$ cat config.mk
export PLATFORM = sky130hd
export DESIGN_NAME = multicycle_ctrl
export DESIGN_NICKNAME = d
export VERILOG_FILES = /design/src/rtl/multicycle_ctrl.sv
export SDC_FILE = /design/constraint.sdc
export NUM_CORES = 1
export LEC_CHECK = 0
export CORE_UTILIZATION = 43
export DETAILED_ROUTE_END_ITERATION = 7
export PLACE_DENSITY = 0.85
export SLEW_MARGIN = 20
export SYNTH_ARGS = -nofsm -noshare
export SYNTH_HDL_FRONTEND = slang
export SYNTH_SLANG_ARGS = --single-unit
$ cat constraint.sdc
create_clock -name clk -period 4.6 [get_ports clk]
set_clock_uncertainty 0.05 [all_clocks]
set_input_delay 0.46 -clock clk [delete_from_list [all_inputs] [get_ports clk]]
set_output_delay 0.46 -clock clk [all_outputs]
set_load 0.05 [all_outputs]
$ cat src/rtl/multicycle_ctrl.sv
// Multicycle control unit for a CR16-style datapath.
// Sequences fetch/decode/execute and drives every datapath enable from registered outputs.
module multicycle_ctrl #(
  parameter int DATA_W   = 16,
  parameter int NUM_REGS = 16,
  parameter int SEL_W    = 4,
  parameter int FLAG_W   = 5
) (
  input  logic                clk,
  input  logic                reset,
  input  logic [DATA_W-1:0]   mem_data,
  input  logic                mem_valid,
  input  logic [FLAG_W-1:0]   flags,
  output logic [DATA_W-1:0]   instr,
  output logic [SEL_W-1:0]    mux_a_sel,
  output logic [SEL_W-1:0]    mux_b_sel,
  output logic [NUM_REGS-1:0] reg_en,
  output logic                wb_sel,
  output logic                imm_sel,
  output logic                flag_en,
  output logic                addr_sel,
  output logic                mem_we,
  output logic                pc_inc,
  output logic                pc_ld,
  output logic                pc_src
);

  typedef enum logic [2:0] {
    ST_RESET, ST_FETCH, ST_DECODE, ST_EXEC,
    ST_MEM_RD, ST_LOAD_WB, ST_MEM_WR, ST_BRANCH
  } state_t;

  localparam logic [3:0] OP_RR    = 4'h0;
  localparam logic [3:0] OP_MEM   = 4'h4;
  localparam logic [3:0] OP_CMPI  = 4'hB;
  localparam logic [3:0] OP_BCOND = 4'hC;
  localparam logic [3:0] EXT_LOAD = 4'h0;
  localparam logic [3:0] EXT_STOR = 4'h4;
  localparam logic [3:0] EXT_CMP  = 4'hB;
  localparam logic [3:0] EXT_JMP  = 4'hC;

  state_t              state_r, state_nxt_s;
  logic [DATA_W-1:0]   instr_r, instr_nxt_s;
  logic [SEL_W-1:0]    mux_a_sel_r, mux_b_sel_r;
  logic [NUM_REGS-1:0] reg_en_r, reg_en_nxt_s;
  logic wb_sel_r, imm_sel_r, flag_en_r, addr_sel_r, mem_we_r, pc_inc_r, pc_ld_r, pc_src_r;
  logic wb_sel_nxt_s, imm_sel_nxt_s, flag_en_nxt_s, addr_sel_nxt_s;
  logic mem_we_nxt_s, pc_inc_nxt_s, pc_ld_nxt_s, pc_src_nxt_s;

  logic [3:0] cur_op_s, cur_ext_s, nxt_op_s, nxt_ext_s, nxt_cond_s;
  logic [SEL_W-1:0] nxt_rdest_s;

  // Out-of-range register selects produce no write enable at all.
  function automatic logic [NUM_REGS-1:0] onehot(input logic [SEL_W-1:0] sel);
    logic [NUM_REGS-1:0] vec;
    vec = {NUM_REGS{1'b0}};
    for (int i = 0; i < NUM_REGS; i++) begin
      if (int'(sel) == i) begin
        vec[i] = 1'b1;
      end else begin
        vec[i] = 1'b0;
      end
    end
    return vec;
  endfunction

  // Flag order is {N,Z,F,L,C}.
  function automatic logic cond_true(input logic [3:0] cond, input logic [FLAG_W-1:0] f);
    logic n, z, fl, l, c;
    n = f[4]; z = f[3]; fl = f[2]; l = f[1]; c = f[0];
    case (cond)
      4'h0:    return z;
      4'h1:    return !z;
      4'h2:    return c;
      4'h3:    return !c;
      4'h4:    return l;
      4'h5:    return !l;
      4'h6:    return n;
      4'h7:    return !n;
      4'h8:    return fl;
      4'h9:    return !fl;
      4'hA:    return !l && !z;
      4'hB:    return l || z;
      4'hC:    return !n && !z;
      4'hD:    return n || z;
      4'hE:    return 1'b1;
      default: return 1'b0;
    endcase
  endfunction

  assign cur_op_s    = instr_r[15:12];
  assign cur_ext_s   = instr_r[7:4];
  assign nxt_op_s    = instr_nxt_s[15:12];
  assign nxt_ext_s   = instr_nxt_s[7:4];
  assign nxt_cond_s  = instr_nxt_s[11:8];
  assign nxt_rdest_s = instr_nxt_s[8 +: SEL_W];

  // Next state and instruction register load.
  always_comb begin
    state_nxt_s = state_r;
    instr_nxt_s = instr_r;
    case (state_r)
      ST_RESET: state_nxt_s = ST_FETCH;
      ST_FETCH: begin
        if (mem_valid) begin
          instr_nxt_s = mem_data;
          state_nxt_s = ST_DECODE;
        end else begin
          state_nxt_s = ST_FETCH;
        end
      end
      ST_DECODE: begin
        if (cur_op_s == OP_BCOND) begin
          state_nxt_s = ST_BRANCH;
        end else if (cur_op_s != OP_MEM) begin
          state_nxt_s = ST_EXEC;
        end else begin
          case (cur_ext_s)
            EXT_LOAD: state_nxt_s = ST_MEM_RD;
            EXT_STOR: state_nxt_s = ST_MEM_WR;
            EXT_JMP:  state_nxt_s = ST_BRANCH;
            default:  state_nxt_s = ST_FETCH;
          endcase
        end
      end
      ST_MEM_RD: begin
        if (mem_valid) begin
          state_nxt_s = ST_LOAD_WB;
        end else begin
          state_nxt_s = ST_MEM_RD;
        end
      end
      ST_EXEC, ST_LOAD_WB, ST_MEM_WR, ST_BRANCH: state_nxt_s = ST_FETCH;
      default: state_nxt_s = ST_RESET;
    endcase
  end

  // Moore output decode of the upcoming state, captured into output registers.
  always_comb begin
    reg_en_nxt_s   = {NUM_REGS{1'b0}};
    wb_sel_nxt_s   = 1'b0;
    imm_sel_nxt_s  = 1'b0;
    flag_en_nxt_s  = 1'b0;
    addr_sel_nxt_s = 1'b0;
    mem_we_nxt_s   = 1'b0;
    pc_inc_nxt_s   = 1'b0;
    pc_ld_nxt_s    = 1'b0;
    pc_src_nxt_s   = 1'b0;
    case (state_nxt_s)
      ST_DECODE: begin
        // Undefined memory-group extensions retire as a NOP straight from decode.
        if (nxt_op_s == OP_MEM && nxt_ext_s != EXT_LOAD &&
            nxt_ext_s != EXT_STOR && nxt_ext_s != EXT_JMP) begin
          pc_inc_nxt_s = 1'b1;
        end else begin
          pc_inc_nxt_s = 1'b0;
        end
      end
      ST_EXEC: begin
        flag_en_nxt_s = 1'b1;
        pc_inc_nxt_s  = 1'b1;
        imm_sel_nxt_s = (nxt_op_s != OP_RR);
        if (nxt_op_s == OP_CMPI || (nxt_op_s == OP_RR && nxt_ext_s == EXT_CMP)) begin
          reg_en_nxt_s = {NUM_REGS{1'b0}};
        end else begin
          reg_en_nxt_s = onehot(nxt_rdest_s);
        end
      end
      ST_MEM_RD: addr_sel_nxt_s = 1'b1;
      ST_LOAD_WB: begin
        wb_sel_nxt_s = 1'b1;
        reg_en_nxt_s = onehot(nxt_rdest_s);
        pc_inc_nxt_s = 1'b1;
      end
      ST_MEM_WR: begin
        addr_sel_nxt_s = 1'b1;
        mem_we_nxt_s   = 1'b1;
        pc_inc_nxt_s   = 1'b1;
      end
      ST_BRANCH: begin
        if (cond_true(nxt_cond_s, flags)) begin
          pc_ld_nxt_s  = 1'b1;
          pc_src_nxt_s = (nxt_op_s == OP_BCOND);
        end else begin
          pc_inc_nxt_s = 1'b1;
        end
      end
      default: pc_inc_nxt_s = 1'b0;
    endcase
  end

  // State, instruction and output registers; reset clears every strobe at once.
  always_ff @(posedge clk or posedge reset) begin
    if (reset) begin
      state_r     <= ST_RESET;
      instr_r     <= {DATA_W{1'b0}};
      mux_a_sel_r <= {SEL_W{1'b0}};
      mux_b_sel_r <= {SEL_W{1'b0}};
      reg_en_r    <= {NUM_REGS{1'b0}};
      wb_sel_r    <= 1'b0;
      imm_sel_r   <= 1'b0;
      flag_en_r   <= 1'b0;
      addr_sel_r  <= 1'b0;
      mem_we_r    <= 1'b0;
      pc_inc_r    <= 1'b0;
      pc_ld_r     <= 1'b0;
      pc_src_r    <= 1'b0;
    end else begin
      state_r     <= state_nxt_s;
      instr_r     <= instr_nxt_s;
      mux_a_sel_r <= instr_nxt_s[8 +: SEL_W];
      mux_b_sel_r <= instr_nxt_s[0 +: SEL_W];
      reg_en_r    <= reg_en_nxt_s;
      wb_sel_r    <= wb_sel_nxt_s;
      imm_sel_r   <= imm_sel_nxt_s;
      flag_en_r   <= flag_en_nxt_s;
      addr_sel_r  <= addr_sel_nxt_s;
      mem_we_r    <= mem_we_nxt_s;
      pc_inc_r    <= pc_inc_nxt_s;
      pc_ld_r     <= pc_ld_nxt_s;
      pc_src_r    <= pc_src_nxt_s;
    end
  end

  assign instr     = instr_r;
  assign mux_a_sel = mux_a_sel_r;
  assign mux_b_sel = mux_b_sel_r;
  assign reg_en    = reg_en_r;
  assign wb_sel    = wb_sel_r;
  assign imm_sel   = imm_sel_r;
  assign flag_en   = flag_en_r;
  assign addr_sel  = addr_sel_r;
  assign mem_we    = mem_we_r;
  assign pc_inc    = pc_inc_r;
  assign pc_ld     = pc_ld_r;
  assign pc_src    = pc_src_r;

endmodule
==> results_dict.tcl, run 1 <==
set metrics [dict create \
    relSlewSlack_pct 38.2 \
    drtIter0Drc 114 \
    end_kind "flop" \
    place_hpwl_mm 3.89 \
    netlist_area_sq_um 2220 \
    synth-seq-cells 43 \
    cts_resized 0 \
    final_core_util_pct 62.8 \
    seq_area_sq_um 1080 \
    gr-total-overflow 0 \
    cpMaxStageDelayCell "and4bb_1" \
    vias 1909 \
    final_cell_mix "clkdlybuf4s50_1 (71), dfrtp_1 (43), nand2_1 (35), nor2_1 (33), nor3_1 (8)" \
    root_buffer "clkbuf_8" \
    final_common_cell "clkdlybuf4s50_1" \
    period_share_pct 64.0 \
    max_stage_delay_ns 0.83 \
    path_buf_inv 2 \
    place_inst 357 \
    crit_family "simple AND/OR/NAND/NOR gates" \
    ys_seq_area_share_pct 48.4 \
    synth_mux_area_share_pct 6.70 \
    layout_setup_ws_ns 1.66 \
    setup_viol 0 \
    drc 0 \
    area_delta_synth_final_pct 37.0 \
    synth_simple_gate_area_share_pct 27.0 \
    post_cts_buffers 0 \
    arrival_ns 3.11 \
    cts_tree "done" \
    grt_pass1_wl_mm 8.78 \
    p_sw_mw 0.963 \
    final_nets 321 \
    postRouteAntennaNets 0 \
    io-pin-count 72 \
    cts_buffers 5 \
    rsz0062_at_grt "no" \
    p_sw_share_pct 48.3 \
    drt-total-wl_mm 5.33 \
    required_ns 4.77 \
    total_power_mw 2.00 \
    cts_num_sinks 43 \
    rows 25 \
    worst_pin_slew_ns 0.927 \
    drtPass1Iterations 4 \
    path_class "input port to flop" \
    start_kind "input port" \
    die_area_sq_um 5460 \
    die_y_microns 73.9 \
    drive_gt1_share_pct 9.40 \
    ctsHtreeMaxLevel 2 \
    grt_usage_pct 21.4 \
    p_seq_share_pct 29.8 \
    p_per_area_nw_per_um2 656 \
    cts_buffer_depth 2 \
    yosys.area_share.adder_pct 0 \
    gp_congestion 0.882 \
    clock_latency_ns 0.29 \
    clkSlewWorstSetupHoldPaths_ns 0.08 \
    cp_max_fo 24 \
    combPwrFrac_pct 55.2 \
    fmax_mhz 340 \
    drv_slew 0 \
    synth_top_family_by_area "simple AND/OR/NAND/NOR gates" \
    routed_via_density 5.23 \
    path_cells "clkdlybuf4s50_1 -> and4bb_1 -> buf_4 -> mux2_2 -> nand4b_1 -> a31o_2 -> o21ai_0 -> nor2_1" \
    core-area_sq_um 4850 \
    ys_warn_count 0 \
    final_hold_viol_count 0 \
    synth_nets 259 \
    synth_edf_count 0 \
    wire_per_inst_microns 14.6 \
    p_clk_share_pct 15.0 \
    p_int_mw 1.03 \
    fin_cells 365 \
    fin_crit_ns 2.94 \
    ys.flop_type "dfrtp_1" \
    start_util_pct 45.8 \
    hold_path.class "flop to flop" \
    multi_input_area_sq_um 1000 \
    die_w_microns 73.9 \
    n_fill_cell 426 \
    grt_max_degree 44 \
    yosysUniqueCellTypes 46 \
    io_buffers 71 \
    syn_inst 235 \
    synth_compound_area_share_pct 9.85 \
    dp_slack_ns 1.34 \
    antenna_found_initial 0 \
    power_leakage_nw 1.31 \
    ir_drop_v 0.000553 \
    synth-xor-area-share_pct 1.58 \
    synthArstFlopShare_pct 100 \
    postCtsHoldBufs 0 \
    cap_violations 0 \
    status "finished clean" \
    grt_pass1_vias 1847 \
    synth.avg_cell_area_sq_um 9.46 \
    fin_tns_setup_ns 0 \
    antenna_cells 0 \
]
==> synthesized netlist by cell type, types with 2 or more instances <==
library cell,number,area (sq um)
a2111oi_0,2,17.5
a21oi_1,5,25.0
a31oi_1,4,25.0
buf_2,3,15.0
buf_4,8,60.1
clkbuf_1,7,26.3
dfrtp_1,43,1080
inv_1,8,30.0
mux2_2,7,78.8
mux2_4,2,30.0
mux2i_1,4,40.0
nand2_1,35,131
nand2b_1,4,25.0
nand3b_1,2,15.0
nand4_1,3,18.8
nand4b_1,5,43.8
nor2_1,33,124
nor2b_1,4,25.0
nor3_1,8,40.0
nor3b_1,4,30.0
nor4_1,2,12.5
nor4b_1,2,17.5
o2111a_1,2,22.5
o21a_1,2,15.0
o21ai_0,7,35.0
or3_1,4,25.0
or3b_2,4,35.0
xor2_1,3,26.3
==> worst register-to-register path: stages, from the launching register on <==
cell and delay [ns]:
dfrtp_1 0.41, and4bb_1 0.90, buf_4 0.32, mux2_2 0.36
nand4b_1 0.12, a31o_2 0.21, o21ai_0 0.15, nor2_1 0.14
==> power groups by stage <==
stage	logic [mW]	clock network, mW	registers [mW]
final	1.10	0.300	0.594
after global placement	1.09	0	0.596
after CTS	1.10	0.302	0.593
after global routing	1.16	0.323	0.609
after floorplan	0.574	0	0.826
after detailed placement	1.10	0	0.597
==> registers in the layout, indices dropped and copies added, names as in the netlist <==
register	count
mux_b_sel	3
addr_sel	1
mux_a_sel	3
pc_src	1
imm_sel	1
state_r	3
mem_we	1
pc_ld	1
flag_en	1
instr	10
wb_sel	1
reg_en	16
pc_inc	1
==> metrics by stage <==
stage	hold WS (ns)	instance area [sq um]
floorplan	0.508	2220
global placement	0.442	2930
detailed placement	0.442	2930
CTS	0.466	3040
global route	0.491	3040
finish	0.461	3040
==> layer usage <==
| layer | wire length (microns) | part of all wire [%] | up-vias | GRT usage [%] |
|---|---|---|---|---|
| met4 | 65 | 1.2 | 0 | 6.20 |
| met1 | 2420 | 45 | 893 | 29.0 |
| met2 | 2530 | 47 | 82 | 34.7 |
| met5 | 0 | 0 | - | 0 |
| met3 | 312 | 5.9 | 8 | 4.53 |
| li1 | - | - | 926 | - |
==> final cells by class <==
class                           count  area share [%]
Sequential cell                    43            35.3
Multi-Input combinational cell    165            33.0
Inverter                            8           0.986
Clock inverter                      2            1.15
Clock buffer                        6            2.71
Tap cell                           67            2.75
Timing Repair Buffer               74            24.1
==> path summary, 6_finish.rpt <==
kind	depth (start not counted)	slack (ns)	end	from
min in group asynchronous	3	0.55	wb_sel	reset
max in group asynchronous	3	3.60	mux_a_sel[2]	reset
worst max register to register	7	1.87	reg_en[5]	state_r[2]
worst min-delay path	2	0.46	mux_b_sel[2]	mux_b_sel[2]
worst max-delay path	8	1.66	reg_en[5]	mem_valid
worst min register to register	2	0.46	mux_b_sel[2]	mux_b_sel[2]
==> cell families after synthesis <==
family | after synthesis
XOR/XNOR | 4
multiplexers | 13
flip-flops | 43
buffers and inverters | 27
AO/OA/AOI/OAI | 31
AND/OR/NAND/NOR | 117
No activity file was read; power rests on OpenSTA's default activity.
==> inputs of run 2 (changes only) <==
clock period = 2.8 ns   (was 4.6 ns; I/O delays follow)
==> run 2 against run 1 <==
  * Final cell count rose by 1.9%
  * Largest cell class unchanged
  * Sequential cell count unchanged
  * Final area rose by 1.7%
  * Global-route usage increased by 1.1 points
  * Via count rose by 3.9%
  * Register-to-register slack lost 1.4 ns
  * Count of clock-buffer cells in the layout is the same
  * Clock power grew 65%
  * Utilization grew 1.1 points
  * Critical endpoint unchanged
  * Combinational power increased by 70%
==> results_dict.tcl, run 2 (synthesized netlist as in run 1, its figures left out) <==
set metrics [dict create \
    r2r_cells 7 \
    worst_pin_slew_ns 0.517 \
    cts_tree "done" \
    multi_input_area_sq_um 1000 \
    dp_slack_ns 0.155 \
    die_w_microns 73.9 \
    rsz0062_at_grt "no" \
    grt_pass1_wl_mm 9.27 \
    drc 0 \
    fin_hold_ws_ns 0.374 \
    r2r_slack_ns 0.48 \
    period_share_pct 84.6 \
    vias 1984 \
    grt_max_degree 44 \
    fin_tns_setup_ns 0 \
    fmax_mhz 422 \
    cts_buffer_depth 2 \
    final_hold_viol_count 0 \
    rows 25 \
    post_cts_buffers 0 \
    routed_via_density 5.33 \
    start_kind "input port" \
    cpMaxStageDelayCell "clkdlybuf4s50_1" \
    path_buf_inv 2 \
    crit_family "buffers and inverters" \
    postCtsHoldBufs 0 \
    p_sw_share_pct 48.2 \
    p_per_area_nw_per_um2 1080 \
    cts_resized 0 \
    ctsHtreeMaxLevel 2 \
    hold_path.class "input port to asynchronous set/reset pin" \
    antenna_cells 0 \
    area_delta_synth_final_pct 39.4 \
    largest_reg_flops 16 \
    drt-total-wl_mm 5.51 \
    p_sw_mw 1.61 \
    fin_crit_ns 2.37 \
    cp_max_fo 6 \
    cp_num_cells 8 \
    p_clk_share_pct 14.8 \
    antenna_found_initial 0 \
    relSlewSlack_pct 65.4 \
    power_leakage_nw 1.35 \
    drv_slew 0 \
    reg2reg_to "reg_en[5]" \
    n_fill_cell 404 \
    cap_violations 0 \
    end_kind "flop" \
    final_cell_mix "clkdlybuf4s50_1 (71), dfrtp_1 (43), nand2_1 (35), nor2_1 (33), buf_4 (10)" \
    postRouteAntennaNets 0 \
    die_area_sq_um 5460 \
    crit_start "mem_valid" \
    combPwrFrac_pct 55.9 \
    cts_buffers 5 \
    start_util_pct 45.8 \
    die_y_microns 73.9 \
    clkSlewWorstSetupHoldPaths_ns 0.08 \
    timing.critical_path.to "reg_en[5]" \
    gr-total-overflow 0 \
    root_buffer "clkbuf_8" \
    io_buffers 71 \
    core-area_sq_um 4850 \
    placed_cell_area_sq_um 2980 \
    gp_congestion 0.933 \
    final_nets 328 \
    seq_area_sq_um 1080 \
    status "finished clean" \
    drtIter0Drc 173 \
    final_common_cell "clkdlybuf4s50_1" \
    ir_drop_v 0.000800 \
    clock_latency_ns 0.29 \
    place_hpwl_mm 3.96 \
    p_seq_share_pct 29.3 \
    p_int_mw 1.74 \
    setup_viol 0 \
    required_ns 2.91 \
    path_class "input port to flop" \
    io-pin-count 72 \
    r2r-start "state_r[2]" \
    cts_num_sinks 43 \
    arrival_ns 2.48 \
    drive_gt1_share_pct 11.5 \
    wire_per_inst_microns 14.8 \
    max_stage_delay_ns 0.53 \
    grt_pass1_vias 1888 \
    drtPass1Iterations 4 \
    layout_setup_ws_ns 0.433 \
    grt_usage_pct 22.5 \
    fin_area_sq_um 3100 \
    path_cells "clkdlybuf4s50_1 -> and4bb_1 -> buf_4 -> mux2_2 -> nand4b_1 -> a31o_2 -> o21ai_0 -> nor2_1" \
]
-- run 2: final cells by class --
class | instances | share of cell area [%]
inverter | 8 | 0.970
timing repair buffer | 81 | 25.4
clock buffer | 6 | 2.67
clock inverter | 2 | 1.13
tap | 67 | 2.71
multi-input combinational | 165 | 32.4
sequential | 43 | 34.7
-- run 2: worst min-delay path by stage --
stage | startpoint | to | slack, ns | cells past startpoint
after detailed placement | mux_b_sel[1] | mux_b_sel[1] | 0.43 | 2
after floorplan | mem_data[3] | instr[3] | 0.34 | 2
after global placement | mux_b_sel[1] | mux_b_sel[1] | 0.44 | 2
after CTS | reset | reg_en[7] | 0.39 | 3
after global routing | reset | mux_b_sel[1] | 0.43 | 3
final | reset | state_r[0] | 0.37 | 3
-- run 2: power groups by stage --
stage / logic [mW] / clock network (mW) / registers [mW]
after global routing: 1.98 / 0.537 / 1.01
after detailed placement: 1.86 / 0 / 0.980
after floorplan: 0.943 / 0 / 1.36
after global placement: 1.85 / 0 / 0.980
after CTS: 1.88 / 0.507 / 0.977
final: 1.87 / 0.494 / 0.982
-- run 2: per-stage QoR --
step	instances	utilization (%)	total power, mW
CTS	372	63.9	3.36
floorplan	235	-	2.30
detailed placement	364	61.4	2.84
finish	372	63.9	3.35
global placement	364	61.4	2.83
global route	372	63.9	3.53
-- run 2: worst min-delay path, cell delays in order --
cell and delay [ns]:
clkdlybuf4s50_1 0.40, clkinv_1 0.05, buf_4 0.44
-- run 2: layer usage --
layer	track usage, %	vias up	part of all wire [%]
met5	0	-	0
met4	6.20	0	1.2
met3	4.94	6	7.4
met2	35.3	97	48
met1	31.4	940	44
li1	-	941	-
==> RTL change 1: new RTL, settings of run 2 <==
Remove the register `reg_en_r`: a continuous assignment takes its place, so the output `reg_en` follows one clock earlier.
--- a/src/rtl/multicycle_ctrl.sv
+++ b/src/rtl/multicycle_ctrl.sv
@@ -198,3 +198,2 @@
       mux_b_sel_r <= {SEL_W{1'b0}};
-      reg_en_r    <= {NUM_REGS{1'b0}};
       wb_sel_r    <= 1'b0;
@@ -212,3 +211,2 @@
       mux_b_sel_r <= instr_nxt_s[0 +: SEL_W];
-      reg_en_r    <= reg_en_nxt_s;
       wb_sel_r    <= wb_sel_nxt_s;
@@ -223,2 +221,4 @@
   end
+
+  assign reg_en_r = reg_en_nxt_s;
 
Check against the original RTL: not equivalent (a bounded check fails within 4 cycles, from zero or initial values and one cycle with reset high).
==> RTL change 1 against run 2 <==
  * Critical path depth grew 1
  * Via count up 2.4%
  * Sequential cell count fell by 16
  * Sequential share of layout area decreased by 12 points
  * Power shrank 6.5%
  * Design area fell by 4.2%
  * Synthesized area is 15% lower
  * Wire length shrank 1.1%
  * Setup slack got worse by 0.35 ns
  * Combinational power grew 16%
  * Highest routed layer unchanged
==> RTL change 1: results (changes against run 2) <==
outcome=finished clean; crit path DAT=2.39 ns (-0.09 ns); DP Cell Count=348 (-4.4%); final instance area=2970 um2 (-4.2%); footprint of the multi-input gates=1070 um2 (+6.6%); H-tree depth=1 (-1); WHS=0.315 ns (-0.0584 ns); largest net degree at the start of global routing=28 (-36%); Cell Area, Placed=2890 um2 (-3.1%); Non-clock buffer share=36.4% (+11 points); vias after detailed routing=2,031 (+2.4%); WL final=5.45 mm (-1.1%); post-synthesis compound-gate area fraction=14.2% (+4.3 points); Starting DRT DRC Count=194 (+12%); clock network power=0.217 mW (-56%); Lkg Pwr=1.24 nW (-8.2%); register area=676 um2 (-37%); Net Sw Power=1.67 mW (+3.4%); R2R Path End=pc_inc$_DFF_PP0_; clock latency at the later pin of the worst-skew pair=0.27 ns (-0.02 ns); flop2flop setup slack=0.33 ns (-0.15 ns); cts bufs inserted=3 (-2); Post-synth top cells=nand2_1, dfrtp_1, nor3_1, nor2_1, clkbuf_1; Placement Setup Slack=0.0863 ns (-0.0688 ns); worst reg2reg path depth=8 (+1)
-- RTL change 1: cell types whose count changed in the layout (fill, tap and decap cells not counted), moves of 6 or more --
cell / delta
clkdlybuf4s50_1: -16
dfrtp_1: -16
mux2_2: -6
buf_12: +17
nor3_1: +10
nor2_1: -22
buf_4: +15
-- RTL change 1: per-layer routing --
metal  up-vias  global-route usage, %  part of all wire [%]
li1        963                      -                     -
met1       957                   35.4                    45
met2       103                   36.9                    45
met3         8                   6.17                   8.8
met4         0                   4.43                  0.77
met5         -                      0                     0
-- RTL change 1: worst max-delay path by stage --
| stage | end | slack [ns] | depth (start not counted) |
|---|---|---|---|
| finish | reg_en[7] | 0.08 | 9 |
| detailed placement | pc_inc$_DFF_PP0_ | 0.09 | 9 |
| global placement | reg_en[15] | 0.08 | 9 |
| CTS | reg_en[4] | 0.05 | 8 |
| global route | reg_en[10] | -0.04 | 8 |
| floorplan | reg_en[10] | -0.27 | 8 |
==> RTL change 2: new RTL, config.mk and constraints of run 2 <==
Without the edit above. Set the parameter `SEL_W` to 2 (it was 4).
--- a/src/rtl/multicycle_ctrl.sv
+++ b/src/rtl/multicycle_ctrl.sv
@@ -5,3 +5,3 @@
   parameter int NUM_REGS = 16,
-  parameter int SEL_W    = 4,
+  parameter int SEL_W    = 2,
   parameter int FLAG_W   = 5
Interface: changed (resized mux_a_sel and mux_b_sel); port bits go from 72 to 68. The function was not compared with the original's and may differ.
==> RTL change 2 against run 2 <==
  * Power is 12% lower
  * Cell count is 15% lower
  * Sequential cell count is 12 lower
  * First-iteration DRC count is 28% lower
  * Count of clock-buffer cells in the layout stayed put
  * Sequential share of layout area is 4.4 points lower
  * Non-clock buffer count is 18 lower
  * Synthesized area is 13% lower
  * Synthesized cell count is 7.7% lower
  * Design area is 17% lower
  * Setup slack worse by 0.011 ns
  * Wire length is 16% lower
  * Hold slack worse by 0.053 ns
  * Register-to-register slack worse by 0.06 ns
==> RTL change 2: results (changes against run 2) <==
vias in the first global route=1,603 (-15%); Sw Ratio=49.6% (+1.4 points); Total GRT Usage=21.6% (-0.94 points); Tmin final=2.38 ns (+0.0115 ns); flop2flop setup slack=0.42 ns (-0.06 ns); hpwl dp=3.39 mm (-15%); CP delay by family, top=simple AND/OR/NAND/NOR gates; CTS clk-pin slew, worst paths=0.06 ns (-0.02 ns); WL final=4.62 mm (-16%); CP max stage delay=0.50 ns (-0.03 ns); clock latency at the later pin of the worst-skew pair=about 0.28 ns; Lkg Pwr=1.13 nW (-16%); Syn Inst Count=217 (-7.7%); Crit Path Category=reg -> reg; worst reg2reg path depth=5 (-2); Worst R2R Start=state_r[1]$_DFF_PP0_; Max VDD drop=0.000725 V (-9.3%); TritonRoute pass-1 iters=4 (unchanged); Layout Cells excl Fill=318 (-15%); main flop type after synthesis=dfrtp_1; Final Wtd Congestion=0.947 (+1.4%); DP Cell Count=311 (-15%); first-pass GRT wire length=7.43 mm (-20%); Synth async-reset ratio=100% (unchanged); fin nets=292 (-11%); R2R Path End=reg_en[3]$_DFF_PP0_; WHS=0.320 ns (-0.0534 ns); largest cells by area after synthesis=dfrtp_1, nand2_1, buf_4; Root Buffer=clkbuf_8; IO buf count=55 (-23%); largest net degree at the start of global routing=32 (-27%); vias after detailed routing=1,707 (-14%); initial antenna violation count=0 (unchanged); outcome=finished clean; Fill cells=353 (-13%); Worst Path Max Fanout=8 (+2); share of cells above drive strength 1=10.1% (-1.4 points); post-cts sizing count=0 (unchanged); synth unique cells=46 (unchanged); Cell Area, Placed=2460 um2 (-18%); post-synthesis sequential area ratio=40.2% (-8.2 points); crit path DAT=2.48 ns (about the same); Post-synth top cells=nand2_1, dfrtp_1, buf_4, nor3_1; Worst-Margin Slew=0.503 ns (-0.0137 ns); max reg flops=14 (-2); Placement Setup Slack=0.171 ns (+0.0163 ns); slowest cell on the critical path=or4_1; Yosys warnings=0 (unchanged); Starting DRT DRC Count=125 (-28%)
## RTL change 2: cell types whose count changed after synthesis, moves of 4 or more
cell      delta
nor2_1      -24
mux2i_1      +4
nand2_1      +6
dfrtp_1     -12
nor3_1       +6
or3b_2       -4
or3_1        -4
nand3b_1     +7
buf_4        +9
## RTL change 2: metal layers
| layer | vias up | GRT usage (%) | wire [um] |
|---|---|---|---|
| met3 | 7 | 8.06 | 325 |
| li1 | 820 | - | - |
| met5 | - | 0 | 0 |
| met4 | 0 | 6.63 | 55 |
| met1 | 813 | 26.6 | 2030 |
| met2 | 67 | 34.8 | 2210 |
## RTL change 2: kinds of logic (layout without fill, tap and decap cells)
group                     Yosys count  after routing  synth area share [%]
and+or+nand+nor                   102            102                  28.2
buffers and inverters              40             80                  12.2
DFF                                31             31                  40.2
AOI/OAI and AO/OA                  26             26                  9.73
muxes                              15             15                  8.50
xor gates and xnor gates            2              2                 0.909
other                               1             12                 0.194
## RTL change 2: cell type report
cell class,instances,area (um2),area share [%]
Tap cell,50,62.6,2.44
Multi-Input combinational cell,157,958,37.4
Sequential cell,31,776,30.3
Clock buffer,6,72.6,2.83
Inverter,10,37.5,1.47
Clock inverter,1,30.0,1.17
Timing Repair Buffer,63,623,24.3
## RTL change 2: power by group through the flow
stage / clock network, mW / logic [mW] / registers, mW
2_1_floorplan: 0 / 0.871 / 1.18
3_3_place_gp: 0 / 1.70 / 0.803
3_5_place_dp: 0 / 1.71 / 0.807
4_1_cts: 0.424 / 1.72 / 0.799
5_1_grt: 0.448 / 1.83 / 0.823
6_report: 0.419 / 1.72 / 0.798
## RTL change 2: worst register-to-register path: stages, from the launching register on
cell	delay, ns
dfrtp_1	0.42
and4bb_4	0.46
mux2_2	0.40
or4_1	0.50
a31oi_2	0.33
nor3_1	0.09
